<file path="src/rtl/tx_pkt_framer_pkg.sv">
// Shared constants and state encoding for the TX framer and its RX counterparts.
// The payload size and sync word must stay identical on both sides of the link.
package tx_pkt_framer_pkg;

   localparam int         TX_PAYLOAD_BYTES = 3;
   localparam int         TX_PREAMBLE_BITS = 8;
   localparam int         TX_SYNC_LEN      = 8;
   localparam logic [7:0] TX_SYNC_WORD     = 8'hA7;

   typedef enum logic [2:0] {
      ST_IDLE     = 3'd0,
      ST_ARMED    = 3'd1,
      ST_PREAMBLE = 3'd2,
      ST_SYNC     = 3'd3,
      ST_PAYLOAD  = 3'd4
   } tx_state_e;

   // Index width that stays legal when only a single entry exists.
   function automatic int idx_width(input int n);
      return (n > 1) ? $clog2(n) : 1;
   endfunction

endpackage

</file>
<file path="src/rtl/tx_pkt_framer_payload_buf.sv">
// Payload register file: one byte write port and a combinational bit-select read.
// Contents survive abort so only reset clears them.
module tx_payload_buf
   import tx_pkt_framer_pkg::*;
#(
   parameter int PAYLOAD_BYTES = TX_PAYLOAD_BYTES,
   parameter int IDX_W         = idx_width(PAYLOAD_BYTES)
)(
   input  logic             clk,
   input  logic             rst,
   input  logic             i_wr_en,
   input  logic [IDX_W-1:0] i_wr_idx,
   input  logic [7:0]       i_wr_data,
   input  logic [IDX_W-1:0] i_rd_byte,
   input  logic [2:0]       i_rd_bit,
   output logic             o_rd_bit
);

   logic [7:0] r_mem [PAYLOAD_BYTES];

   // Byte storage with synchronous clear.
   always_ff @(posedge clk) begin
      if (!rst) begin
         for (int i = 0; i < PAYLOAD_BYTES; i++) begin
            r_mem[i] <= 8'h00;
         end
      end else if (i_wr_en) begin
         r_mem[i_wr_idx] <= i_wr_data;
      end
   end

   assign o_rd_bit = r_mem[i_rd_byte][i_rd_bit];

endmodule

</file>
<file path="src/rtl/tx_pkt_framer.sv">
// Collects a payload over valid/ready and serialises preamble, sync word and payload
// MSB first on tx_out, one bit per bit_en strobe.
module tx_pkt_framer
   import tx_pkt_framer_pkg::*;
#(
   parameter int                  PAYLOAD_BYTES = TX_PAYLOAD_BYTES,
   parameter int                  PREAMBLE_BITS = TX_PREAMBLE_BITS,
   parameter int                  SYNC_LEN      = TX_SYNC_LEN,
   parameter logic [SYNC_LEN-1:0] SYNC_WORD     = TX_SYNC_WORD
)(
   input  logic       clk,
   input  logic       rst,
   input  logic       bit_en,
   input  logic [7:0] byte_in,
   input  logic       byte_valid,
   output logic       byte_ready,
   input  logic       abort,
   output logic       tx_out,
   output logic       busy,
   output logic       pkt_sent
);

   localparam int CNT_MAX = (PREAMBLE_BITS > SYNC_LEN) ? PREAMBLE_BITS : SYNC_LEN;
   localparam int CNT_W   = $clog2(CNT_MAX + 1);
   localparam int IDX_W   = idx_width(PAYLOAD_BYTES);

   localparam logic [IDX_W-1:0] LAST_IDX = IDX_W'(PAYLOAD_BYTES - 1);
   localparam logic [CNT_W-1:0] PRE_END  = CNT_W'(PREAMBLE_BITS);
   localparam logic [CNT_W-1:0] SYNC_END = CNT_W'(SYNC_LEN);
   localparam logic [CNT_W-1:0] SYNC_TOP = CNT_W'(SYNC_LEN - 1);

   tx_state_e        r_state;
   logic             r_tx_out;
   logic             r_busy;
   logic             r_byte_ready;
   logic             r_pkt_sent;
   logic [CNT_W-1:0] r_bit_cnt;
   logic [IDX_W-1:0] r_wr_idx;
   logic [IDX_W-1:0] r_byte_idx;
   logic [2:0]       r_bit_idx;

   tx_state_e        w_state_nxt;
   logic             w_tx_nxt;
   logic             w_pkt_nxt;
   logic [CNT_W-1:0] w_bit_cnt_nxt;
   logic [IDX_W-1:0] w_wr_idx_nxt;
   logic [IDX_W-1:0] w_byte_idx_nxt;
   logic [2:0]       w_bit_idx_nxt;
   logic [IDX_W-1:0] w_rd_byte;
   logic [2:0]       w_rd_bit;
   logic             w_buf_bit;
   logic             w_accept;
   logic             w_last_bit;
   logic [SYNC_LEN-1:0] w_sync_vec;

   assign w_accept   = byte_valid && r_byte_ready && !abort;
   assign w_last_bit = (r_byte_idx == LAST_IDX) && (r_bit_idx == 3'd0);
   assign w_sync_vec = SYNC_WORD >> (SYNC_TOP - r_bit_cnt);

   tx_payload_buf #(
      .PAYLOAD_BYTES (PAYLOAD_BYTES),
      .IDX_W         (IDX_W)
   ) u_buf (
      .clk       (clk),
      .rst       (rst),
      .i_wr_en   (w_accept),
      .i_wr_idx  (r_wr_idx),
      .i_wr_data (byte_in),
      .i_rd_byte (w_rd_byte),
      .i_rd_bit  (w_rd_bit),
      .o_rd_bit  (w_buf_bit)
   );

   // Payload bit pointer for the next strobe; the first payload bit is byte 0, bit 7.
   always_comb begin
      w_rd_byte = '0;
      w_rd_bit  = 3'd7;
      if (r_state == ST_PAYLOAD) begin
         if (r_bit_idx != 3'd0) begin
            w_rd_byte = r_byte_idx;
            w_rd_bit  = r_bit_idx - 3'd1;
         end else if (r_byte_idx != LAST_IDX) begin
            w_rd_byte = r_byte_idx + IDX_W'(1);
            w_rd_bit  = 3'd7;
         end else begin
            w_rd_byte = r_byte_idx;
            w_rd_bit  = 3'd0;
         end
      end else begin
         w_rd_byte = '0;
         w_rd_bit  = 3'd7;
      end
   end

   // Next-state and datapath decode; abort overrides strobes and byte writes.
   always_comb begin
      w_state_nxt    = r_state;
      w_tx_nxt       = r_tx_out;
      w_pkt_nxt      = 1'b0;
      w_bit_cnt_nxt  = r_bit_cnt;
      w_wr_idx_nxt   = r_wr_idx;
      w_byte_idx_nxt = r_byte_idx;
      w_bit_idx_nxt  = r_bit_idx;
      if (abort) begin
         w_state_nxt   = ST_IDLE;
         w_tx_nxt      = 1'b0;
         w_bit_cnt_nxt = '0;
         w_wr_idx_nxt  = '0;
      end else begin
         case (r_state)
            ST_IDLE: begin
               w_tx_nxt = 1'b0;
               if (w_accept) begin
                  if (r_wr_idx == LAST_IDX) begin
                     w_state_nxt  = ST_ARMED;
                     w_wr_idx_nxt = '0;
                  end else begin
                     w_wr_idx_nxt = r_wr_idx + IDX_W'(1);
                  end
               end
            end
            ST_ARMED: begin
               if (bit_en) begin
                  w_tx_nxt      = 1'b1;
                  w_bit_cnt_nxt = CNT_W'(1);
                  w_state_nxt   = ST_PREAMBLE;
               end
            end
            ST_PREAMBLE: begin
               if (bit_en) begin
                  if (r_bit_cnt == PRE_END) begin
                     w_tx_nxt      = SYNC_WORD[SYNC_LEN-1];
                     w_bit_cnt_nxt = CNT_W'(1);
                     w_state_nxt   = ST_SYNC;
                  end else begin
                     w_tx_nxt      = ~r_bit_cnt[0];
                     w_bit_cnt_nxt = r_bit_cnt + CNT_W'(1);
                  end
               end
            end
            ST_SYNC: begin
               if (bit_en) begin
                  if (r_bit_cnt == SYNC_END) begin
                     w_tx_nxt       = w_buf_bit;
                     w_byte_idx_nxt = w_rd_byte;
                     w_bit_idx_nxt  = w_rd_bit;
                     w_bit_cnt_nxt  = '0;
                     w_state_nxt    = ST_PAYLOAD;
                  end else begin
                     w_tx_nxt      = w_sync_vec[0];
                     w_bit_cnt_nxt = r_bit_cnt + CNT_W'(1);
                  end
               end
            end
            ST_PAYLOAD: begin
               if (bit_en) begin
                  if (w_last_bit) begin
                     w_tx_nxt    = 1'b0;
                     w_pkt_nxt   = 1'b1;
                     w_state_nxt = ST_IDLE;
                  end else begin
                     w_tx_nxt       = w_buf_bit;
                     w_byte_idx_nxt = w_rd_byte;
                     w_bit_idx_nxt  = w_rd_bit;
                  end
               end
            end
            default: begin
               w_state_nxt = ST_IDLE;
               w_tx_nxt    = 1'b0;
            end
         endcase
      end
   end

   // State, counters and registered outputs.
   always_ff @(posedge clk) begin
      if (!rst) begin
         r_state      <= ST_IDLE;
         r_tx_out     <= 1'b0;
         r_busy       <= 1'b0;
         r_byte_ready <= 1'b0;
         r_pkt_sent   <= 1'b0;
         r_bit_cnt    <= '0;
         r_wr_idx     <= '0;
         r_byte_idx   <= '0;
         r_bit_idx    <= 3'd0;
      end else begin
         r_state      <= w_state_nxt;
         r_tx_out     <= w_tx_nxt;
         r_busy       <= (w_state_nxt != ST_IDLE);
         // Ready only after a full cycle in IDLE, so it never overlaps ARMED.
         r_byte_ready <= (r_state == ST_IDLE) && (w_state_nxt == ST_IDLE);
         r_pkt_sent   <= w_pkt_nxt;
         r_bit_cnt    <= w_bit_cnt_nxt;
         r_wr_idx     <= w_wr_idx_nxt;
         r_byte_idx   <= w_byte_idx_nxt;
         r_bit_idx    <= w_bit_idx_nxt;
      end
   end

   assign tx_out     = r_tx_out;
   assign busy       = r_busy;
   assign byte_ready = r_byte_ready;
   assign pkt_sent   = r_pkt_sent;

endmodule

</file>
<file path="config.mk">
export PLATFORM = sky130hd
export DESIGN_NAME = tx_pkt_framer
export DESIGN_NICKNAME = d
export VERILOG_FILES = /design/src/rtl/tx_pkt_framer_pkg.sv /design/src/rtl/tx_pkt_framer_payload_buf.sv /design/src/rtl/tx_pkt_framer.sv
export SDC_FILE = /design/constraint.sdc
export NUM_CORES = 1
export LEC_CHECK = 0
export CAP_MARGIN = 20
export CORE_MARGIN = 2
export CORE_UTILIZATION = 40
export DETAILED_ROUTE_END_ITERATION = 8
export GPL_ROUTABILITY_DRIVEN = 1
export PLACE_DENSITY = 0.6
export SYNTH_ARGS = -nofsm -noshare
export SYNTH_HDL_FRONTEND = slang
export SYNTH_SLANG_ARGS = --single-unit
</file>
<file path="constraint.sdc">
create_clock -name clk -period 4.8 [get_ports clk]
set_input_delay 0.48 -clock clk [delete_from_list [all_inputs] [get_ports clk]]
set_output_delay 0.48 -clock clk [all_outputs]
set_load 0.03 [all_outputs]
</file>
==> results of run 1 <==
==> placed cells by master (no fill, tap or decap), types with 5 or more instances in the layout <==
| cell type | n |
|---|---|
| nor2_1 | 29 |
| edfxtp_1 | 32 |
| o22ai_1 | 6 |
| clkbuf_8 | 5 |
| mux2i_1 | 8 |
| inv_1 | 10 |
| and3_1 | 20 |
| nor3_1 | 6 |
| nand2_1 | 14 |
| a211oi_1 | 5 |
| ha_1 | 6 |
| a21oi_1 | 15 |
| clkdlybuf4s50_1 | 16 |
| o21ai_0 | 8 |
| and2_1 | 10 |
| dfxtp_1 | 18 |
==> path summary, 6_finish.rpt <==
kind / startpoint / endpoint / slack [ns] / cells past startpoint
min reg2reg: r_bit_idx[1]$_SDFFE_PN0P_ / r_bit_idx[1]$_SDFFE_PN0P_ / 0.51 / 2
max: r_bit_idx[0]$_SDFFE_PN0P_ / tx_out$_SDFFE_PP0P_ / 1.72 / 8
min: r_bit_idx[1]$_SDFFE_PN0P_ / r_bit_idx[1]$_SDFFE_PN0P_ / 0.51 / 2
max reg2reg: r_bit_idx[0]$_SDFFE_PN0P_ / tx_out$_SDFFE_PP0P_ / 1.72 / 8
==> power by group through the flow <==
| stage | sequential [W] | clock, W | combinational (W) |
|---|---|---|---|
| after floorplan | 0.000478 | 0 | 0.0000146 |
| after global placement | 0.000478 | 0 | 0.0000343 |
| after detailed placement | 0.000478 | 0 | 0.0000350 |
| after CTS | 0.000469 | 0.000358 | 0.0000351 |
| after global routing | 0.000469 | 0.000374 | 0.0000386 |
| final | 0.000468 | 0.000353 | 0.0000353 |
==> worst max-delay path: stages (launching register included) <==
cell	delay, ns
dfxtp_1	0.33
inv_1	0.10
ha_1	0.37
nor2b_1	0.60
mux2i_4	0.53
mux2_2	0.40
a221oi_1	0.26
o21ai_0	0.18
a31o_1	0.21
==> final cells by class <==
| cell class | count | area, um^2 |
|---|---|---|
| repair buffers | 17 | 165 |
| inverters | 10 | 37.5 |
| well taps | 77 | 96.3 |
| clock buffers | 5 | 68.8 |
| flip-flops and latches | 50 | 1320 |
| fillers | 610 | 3450 |
| multi-input cells | 187 | 1250 |
| clock inverters | 3 | 68.8 |
==> layer usage <==
metal | vias to the layer above | part of all wire (%)
met1 | 944 | 49
li1 | 998 | -
met2 | 35 | 47
met3 | 6 | 3.4
met5 | - | 0
met4 | 0 | 1.1
==> metrics by stage <==
step / std cells / utilization [%]
after floorplan: 262 / -
after global placement: 340 / 44.4
after detailed placement: 340 / 44.4
after CTS: 348 / 46.5
after global routing: 349 / 46.6
final: 349 / 46.6
==> state kept, by name, summed over array words and instances, names as in the netlist <==
register     count
u_buf.r_mem     32
r_bit_cnt        4
r_wr_idx         2
r_state          3
r_byte_idx       2
r_bit_idx        3
pkt_sent         1
busy             1
byte_ready       1
tx_out           1
==> cell families after synthesis <==
family | after synthesis | synth area share (%)
AOI/OAI and AO/OA | 59 | 15.6
and+or+nand+nor | 108 | 22.0
DFF | 50 | 48.9
adders and majority gates | 6 | 2.78
xor gates and xnor gates | 1 | 0.324
buffers and inverters | 25 | 4.86
muxes | 13 | 5.55
==> results.cfg, run 1 <==
[pwr]
power_density_nw_per_um2 = 285
p_leak_nw = 1.06
p_total_w = 0.000856
combPwrFrac_pct = 4.1
ir_drop_v = 0.000121
power_frac_clock_pct = 41.2
sequentialPowerShare_pct = 54.7
swShare_pct = 19.6
switching_power_w = 0.000168
intPower_w = 0.000688

[routing]
dr_total_vias = 1983
wire_per_inst_um = 17.1
route.detailed.drc = 0
drtIter0Drc = 201
drtAntennaViolNets = 0
viasPerCell = 5.68
drt_wl_total_mm = 5.96
first_pass_iters = 4

[die]
num_io_pins = 17
core_um2 = 6460
dieHeight_um = 86.2
start_util_pct = 41.9
die_w_um = 86.2
rows = 29
dieArea_um2 = 7430

[synthesis]
yosysUniqueCellTypes = 57
async_flop_share_pct = 0
syn_area_um2 = 2700
yosysWarningCount = 0
syn-num-nets = 281
ys.flop_type = edfxtp_1
synth_area_leaders = edfxtp_1, dfxtp_1, and3_1, nor2_1, mux2i_1
ys_seq_area_share_pct = 48.9
syn_area_per_cell_um2 = 10.3
yosysTopAreaCell = edfxtp_1
netlist_top_cells_count = edfxtp_1, nor2_1, and3_1
synth-edff-count = 32
synth_cells = 262
synth_top_area_share_pct = 35.5
ys_ff_latch = 50
yosysMostFrequentCell = edfxtp_1

[cells_and_area]
area_delta_synth_final_pct = 11.3
n_antenna_cell = 0
nets = 290
drive_gt1_share_pct = 8.46
finalInstanceArea_um2 = 3010

[grt]
grt.overflow.total = 0
grt_use_met3_pct = 2.57
grt_pass1_vias = 1925
grt_pass1_wl_mm = 9.78
busiest_layer = met2
grt_max_degree = 21
gr-usage-all-layers_pct = 16.9
antenna_found_initial = 0
use_met1_pct = 23.5
grtUsageMet2_pct = 27.3

[timing]
fin_crit_ns = 3.08
max_freq_ghz = 0.325
maxSlewHeadroom_pct = 51.8
tns_ns = 0
hold_viol = 0
final-setup-viol-count = 0
setup_ws_ns = 1.72
finalMaxSlewViolations = 0
worst_slew_pin_slew_ns = 0.722
fin_crit_sh_pct = 64.2
finalClockSkew_ns = 0.0101
whs_ns = 0.509
grt_setup_unrepaired = false

[clock_network]
clkSlewWorstSetupHoldPaths_ns = 0.10
ctsHoldBuffers = 0
cts_resized = 0
cts-root-buf = clkbuf_8
cts_sinks = 50
cts_tree = built
postCtsSetupBuffers = 0
cts_inserted_buffers = 5
cts_max_path_buffers = 2
htreeDepth = 2
clk_latency_ns = 0.30

[critical_path]
path_max_fanout = 11
cp-start-kind = flop
crit_required_ns = 5.00
cp.arrival_ns = 3.28
worstSetupPathType = reg -> reg
cp-end-kind = flop

[flow_run]
drv_cap = 0

[placed_design]
place.gp.congestion = 0.842
dp_hpwl_mm = 4.34
dp_slack_ns = 1.30
port_buffers = 16
placed_area_um2 = 2870

[outcome]
outcome = finished, final reports clean

[hold_path]
hold_class = reg -> reg
Power figures use the tool's default switching activity.
==> run 2, diff against run 1 <==
clock period = 3.2 ns   (was 4.8 ns; I/O delays follow)
==> results.cfg, run 2 (synthesized netlist as in run 1, its figures left out) <==
[outcome]
outcome = finished, final reports clean

[grt]
gr-usage-all-layers_pct = 17.2
grt_max_degree = 17
grt.overflow.total = 0
grt_pass1_vias = 1941
antenna_found_initial = 0
grt_pass1_wl_mm = 9.87

[clock_network]
htreeDepth = 2
clkSlewWorstSetupHoldPaths_ns = 0.09
cts_resized = 0
postCtsSetupBuffers = 0
cts_max_path_buffers = 2
cts_sinks = 50
cts-root-buf = clkbuf_8
clk_latency_ns = 0.30
cts_tree = built
cts_inserted_buffers = 5
ctsHoldBuffers = 0

[timing]
worst_slew_pin_slew_ns = 0.747
max_freq_ghz = 0.344
grt_setup_unrepaired = false
setup_ws_ns = 0.291
fin_crit_ns = 2.91
finalMaxSlewViolations = 0
maxSlewHeadroom_pct = 50.1
final-setup-viol-count = 0
fin_crit_sh_pct = 90.9
hold_viol = 0
finalClockSkew_ns = 0.00904
tns_ns = 0

[pwr]
power_density_nw_per_um2 = 379
swShare_pct = 22.5
p_leak_nw = 1.04
power_frac_clock_pct = 33.0
sequentialPowerShare_pct = 62.3
switching_power_w = 0.000253
intPower_w = 0.000874
ir_drop_v = 0.000228
combPwrFrac_pct = 4.7

[routing]
m1WireLength_mm = 2.90
dr_wl_met2_mm = 2.87
viasPerCell = 5.63
highest_layer = met4
wl_met3_um = 192
route.detailed.drc = 0
drt_wl_total_mm = 6.00
drtIter0Drc = 123
dr_total_vias = 1975
drtAntennaViolNets = 0
first_pass_iters = 4
wire_per_inst_um = 17.1

[cells_and_area]
largest_register_ffs = 32
drive_gt1_share_pct = 8.76
largestRegisters = u_buf.r_mem: 32 flops, r_bit_cnt: 4 flops
n_antenna_cell = 0
final_common_cell = edfxtp_1
area_delta_synth_final_pct = 10.1
largest-register = u_buf.r_mem
layoutNonFillerInstCount = 351
fill_cells = 623
multi_input_area_um2 = 1250
ff_latch_area_um2 = 1320
nets = 292
final_cell_mix = edfxtp_1, nor2_1, and3_1, dfxtp_1, clkdlybuf4s50_1

[hold_path]
min_path_cells = 2
hold_path.startpoint = r_bit_idx[1]$_SDFFE_PN0P_
whs_endpoint = r_bit_idx[1]$_SDFFE_PN0P_
hold_class = reg -> reg

[die]
dieArea_um2 = 7430
die_w_um = 86.2
core_um2 = 6460
num_io_pins = 17
dieHeight_um = 86.2
start_util_pct = 41.9
rows = 29

[flow_run]
drv_cap = 0

[placed_design]
place.gp.congestion = 0.953
dp_hpwl_mm = 4.33
place_inst = 343
port_buffers = 16
dp_slack_ns = 0.393

[critical_path]
reg2reg_from = r_bit_idx[0]$_SDFFE_PN0P_
path_max_fanout = 11
r2r_cells = 9
cp-start-kind = flop
cp.arrival_ns = 3.11
crit_required_ns = 3.40
r2r-end = tx_out$_SDFFE_PP0P_
cp-end-kind = flop
worstSetupPathType = reg -> reg
r2r_slack_ns = 0.29
## run 2: cell count changes in the layout (fill, tap and decap cells not counted)
cell,change
buf_2,-1
inv_6,+1
clkinv_1,+1
clkinvlp_4,+1
buf_4,+3
bufinv_16,-2
clkinv_4,-1
## run 2: worst max-delay path: stages, from the launching register on
cell,delay (ns)
dfxtp_1,0.33
inv_1,0.10
ha_1,0.38
nor2b_1,0.45
mux2i_2,0.44
nor2_1,0.14
o221ai_1,0.13
a21oi_1,0.10
or4_1,0.53
a31o_1,0.21
## run 2: cell type report
type	count	share of cell area, %
Inverter	10	1.26
Clock buffer	5	2.31
Multi-Input combinational cell	187	42.0
Clock inverter	3	0.672
Tap cell	77	3.24
Timing Repair Buffer	19	6.13
Sequential cell	50	44.4
## run 2: layer usage
layer	global-route usage, %	vias to the layer above
li1	-	1000
met1	23.9	939
met2	28.5	34
met3	2.29	2
met4	4.83	0
met5	0	-
## run 2: worst max path at each step
stage | startpoint | depth (start not counted) | end | slack, ns
after global routing | r_bit_idx[0]$_SDFFE_PN0P_ | 9 | tx_out$_SDFFE_PP0P_ | 0.14
final | r_bit_idx[0]$_SDFFE_PN0P_ | 9 | tx_out$_SDFFE_PP0P_ | 0.29
after CTS | r_bit_idx[0]$_SDFFE_PN0P_ | 9 | tx_out$_SDFFE_PP0P_ | 0.33
after global placement | r_bit_idx[0]$_SDFFE_PN0P_ | 9 | tx_out$_SDFFE_PP0P_ | 0.39
after floorplan | r_byte_idx[0]$_SDFFE_PN0P_ | 9 | tx_out$_SDFFE_PP0P_ | 0.86
after detailed placement | r_bit_idx[0]$_SDFFE_PN0P_ | 9 | tx_out$_SDFFE_PP0P_ | 0.39
## run 2: through the flow
step | cell area [um^2] | util, % | hold WS (ns) | total power (W)
2_1_floorplan | 2700 | - | 0.419 | 0.000738
5_1_grt | 2980 | 46.1 | 0.549 | 0.00117
4_1_cts | 2980 | 46.1 | 0.527 | 0.00113
6_report | 2980 | 46.1 | 0.527 | 0.00113
3_5_place_dp | 2890 | 44.7 | 0.511 | 0.000771
3_3_place_gp | 2890 | 44.7 | 0.490 | 0.000771
## run 2: power groups by stage
| stage | Sequential [W] | Combinational (W) | Clock [W] |
|---|---|---|---|
| finish | 0.000703 | 0.0000526 | 0.000372 |
| global route | 0.000703 | 0.0000579 | 0.000406 |
| CTS | 0.000703 | 0.0000532 | 0.000377 |
| detailed placement | 0.000717 | 0.0000532 | 0 |
| global placement | 0.000717 | 0.0000531 | 0 |
| floorplan | 0.000717 | 0.0000219 | 0 |
==> run 3, diff against run 2 <==
CELL_PAD_IN_SITES_DETAIL_PLACEMENT = 0   (was not set)
CELL_PAD_IN_SITES_GLOBAL_PLACEMENT = 2   (was not set)
CORE_MARGIN = not set   (was 2)
CORE_UTILIZATION = 39   (was 40)
HOLD_SLACK_MARGIN = 0.03   (was not set)
PLACE_DENSITY = 0.82   (was 0.6)
==> results.cfg, run 3 (synthesized netlist as in run 1, its figures left out) <==
[critical_path]
slowest_stage = or4_1
cp-start-kind = flop
slowest_delay_ns = 0.46
cp_cell_sequence = inv_1 > ha_1 > nor2b_1 > buf_4 > mux2i_4 > mux2i_1 > nor2_1 > or4_1 > a31o_1
worstSetupPathType = reg -> reg
path_max_fanout = 11
cp.arrival_ns = 2.94
crit_required_ns = 3.43
cp-end-kind = flop

[clock_network]
clkSlewWorstSetupHoldPaths_ns = 0.11
postCtsSetupBuffers = 0
cts_tree = built
cts_resized = 0
ctsHoldBuffers = 0
clk_latency_ns = 0.32
htreeDepth = 2
cts_inserted_buffers = 5
cts_sinks = 50
cts_max_path_buffers = 2
cts-root-buf = clkbuf_8

[die]
start_util_pct = 41.4
core_um2 = 6530
rows = 29
num_io_pins = 17
dieArea_um2 = 7270
dieHeight_um = 85.3
die_w_um = 85.3

[timing]
worst_slew_pin_slew_ns = 0.702
hold_viol = 0
grt_setup_unrepaired = false
tns_ns = 0
final-setup-viol-count = 0
finalClockSkew_ns = 0.0111
fin_crit_ns = 2.71
finalMaxSlewViolations = 0
max_freq_ghz = 0.369
maxSlewHeadroom_pct = 53.1
fin_crit_sh_pct = 84.8

[cells_and_area]
largest-register = u_buf.r_mem
nets = 293
area_delta_synth_final_pct = 10.7
drive_gt1_share_pct = 9.45
final_util_pct = 45.8
fill_cells = 634
largestRegisters = u_buf.r_mem: 32 flops, r_bit_cnt: 4 flops
largest_register_ffs = 32
n_antenna_cell = 0
final_common_cell = edfxtp_1
final_cell_mix = edfxtp_1, nor2_1, and3_1, dfxtp_1, clkdlybuf4s50_1

[routing]
wire_per_inst_um = 17.1
dr_total_vias = 1991
drtIter0Drc = 68
drt_wl_total_mm = 6.01
viasPerCell = 5.66
route.detailed.drc = 0
first_pass_iters = 4
drtAntennaViolNets = 0

[outcome]
outcome = finished, final reports clean

[pwr]
power_density_nw_per_um2 = 389
p_leak_nw = 1.05
ir_drop_v = 0.000198

[grt]
grt_max_degree = 19
gr-usage-all-layers_pct = 17.8
antenna_found_initial = 0
grt_pass1_vias = 1892
grt.overflow.total = 0
grt_pass1_wl_mm = 9.73

[placed_design]
port_buffers = 16
place.gp.congestion = 0.795
dp_hpwl_mm = 4.38

[hold_path]
hold_class = reg -> reg

[flow_run]
drv_cap = 0
## run 3: changes by cell type in the layout (fill, tap and decap cells not counted), sizes merged
cell / change
inv: +1
clkinvlp: -1
buf: +1
## run 3: worst paths after layout
path,from,endpoint,slack [ns],cells past startpoint
worst max-delay path,r_bit_idx[0]$_SDFFE_PN0P_,tx_out$_SDFFE_PP0P_,0.49,9
worst min-delay path,r_bit_idx[1]$_SDFFE_PN0P_,r_bit_idx[1]$_SDFFE_PN0P_,0.52,2
worst max register to register,r_bit_idx[0]$_SDFFE_PN0P_,tx_out$_SDFFE_PP0P_,0.49,9
worst min register to register,r_bit_idx[1]$_SDFFE_PN0P_,r_bit_idx[1]$_SDFFE_PN0P_,0.52,2
## run 3: metal layers
metal | up-vias | GRT usage [%] | wire, um
met5 | - | 0 | 0
met4 | 0 | 6.67 | 85
met3 | 9 | 3.21 | 117
met2 | 26 | 28.1 | 2690
met1 | 957 | 24.6 | 3110
li1 | 999 | - | -
## run 3: stage by stage
stage	std cells	hold WS, ns	total power [W]	cell area, um^2	setup slack (ns)
finish	352	0.516	0.00116	2990	0.487
global route	352	0.560	0.00120	2990	0.293
CTS	352	0.515	0.00117	2990	0.479
detailed placement	344	0.500	0.000773	2900	0.483
global placement	344	0.497	0.000772	2900	0.499
floorplan	262	0.419	0.000738	2700	0.857
## run 3: layout make-up
cell class	instances	area (um^2)	share of cell area, %
Sequential cell	50	1320	44.1
Multi-Input combinational cell	187	1250	41.8
Inverter	10	37.5	1.25
Clock buffer	5	68.8	2.30
Timing Repair Buffer	20	190	6.35
Tap cell	77	96.3	3.22
Clock inverter	3	28.8	0.961
## run 3: where the power goes
| part | leakage (nW) | total (W) | internal (W) | switching, W |
|---|---|---|---|---|
| clock network | 0.0506 | 0.000407 | 0.000164 | 0.000243 |
| registers | 0.465 | 0.000703 | 0.000697 | 0.00000545 |
| logic | 0.538 | 0.0000547 | 0.0000235 | 0.0000312 |
## run 3: critical path: cells and delay by family (launching register included)
kind | cells | cell delay (ns)
buffers and inverters | 2 | 0.27
AND/OR/NAND/NOR | 3 | 0.69
adder cells (fa/ha/maj) | 1 | 0.37
flip-flops | 1 | 0.33
AO/OA/AOI/OAI | 1 | 0.21
multiplexers | 2 | 0.73
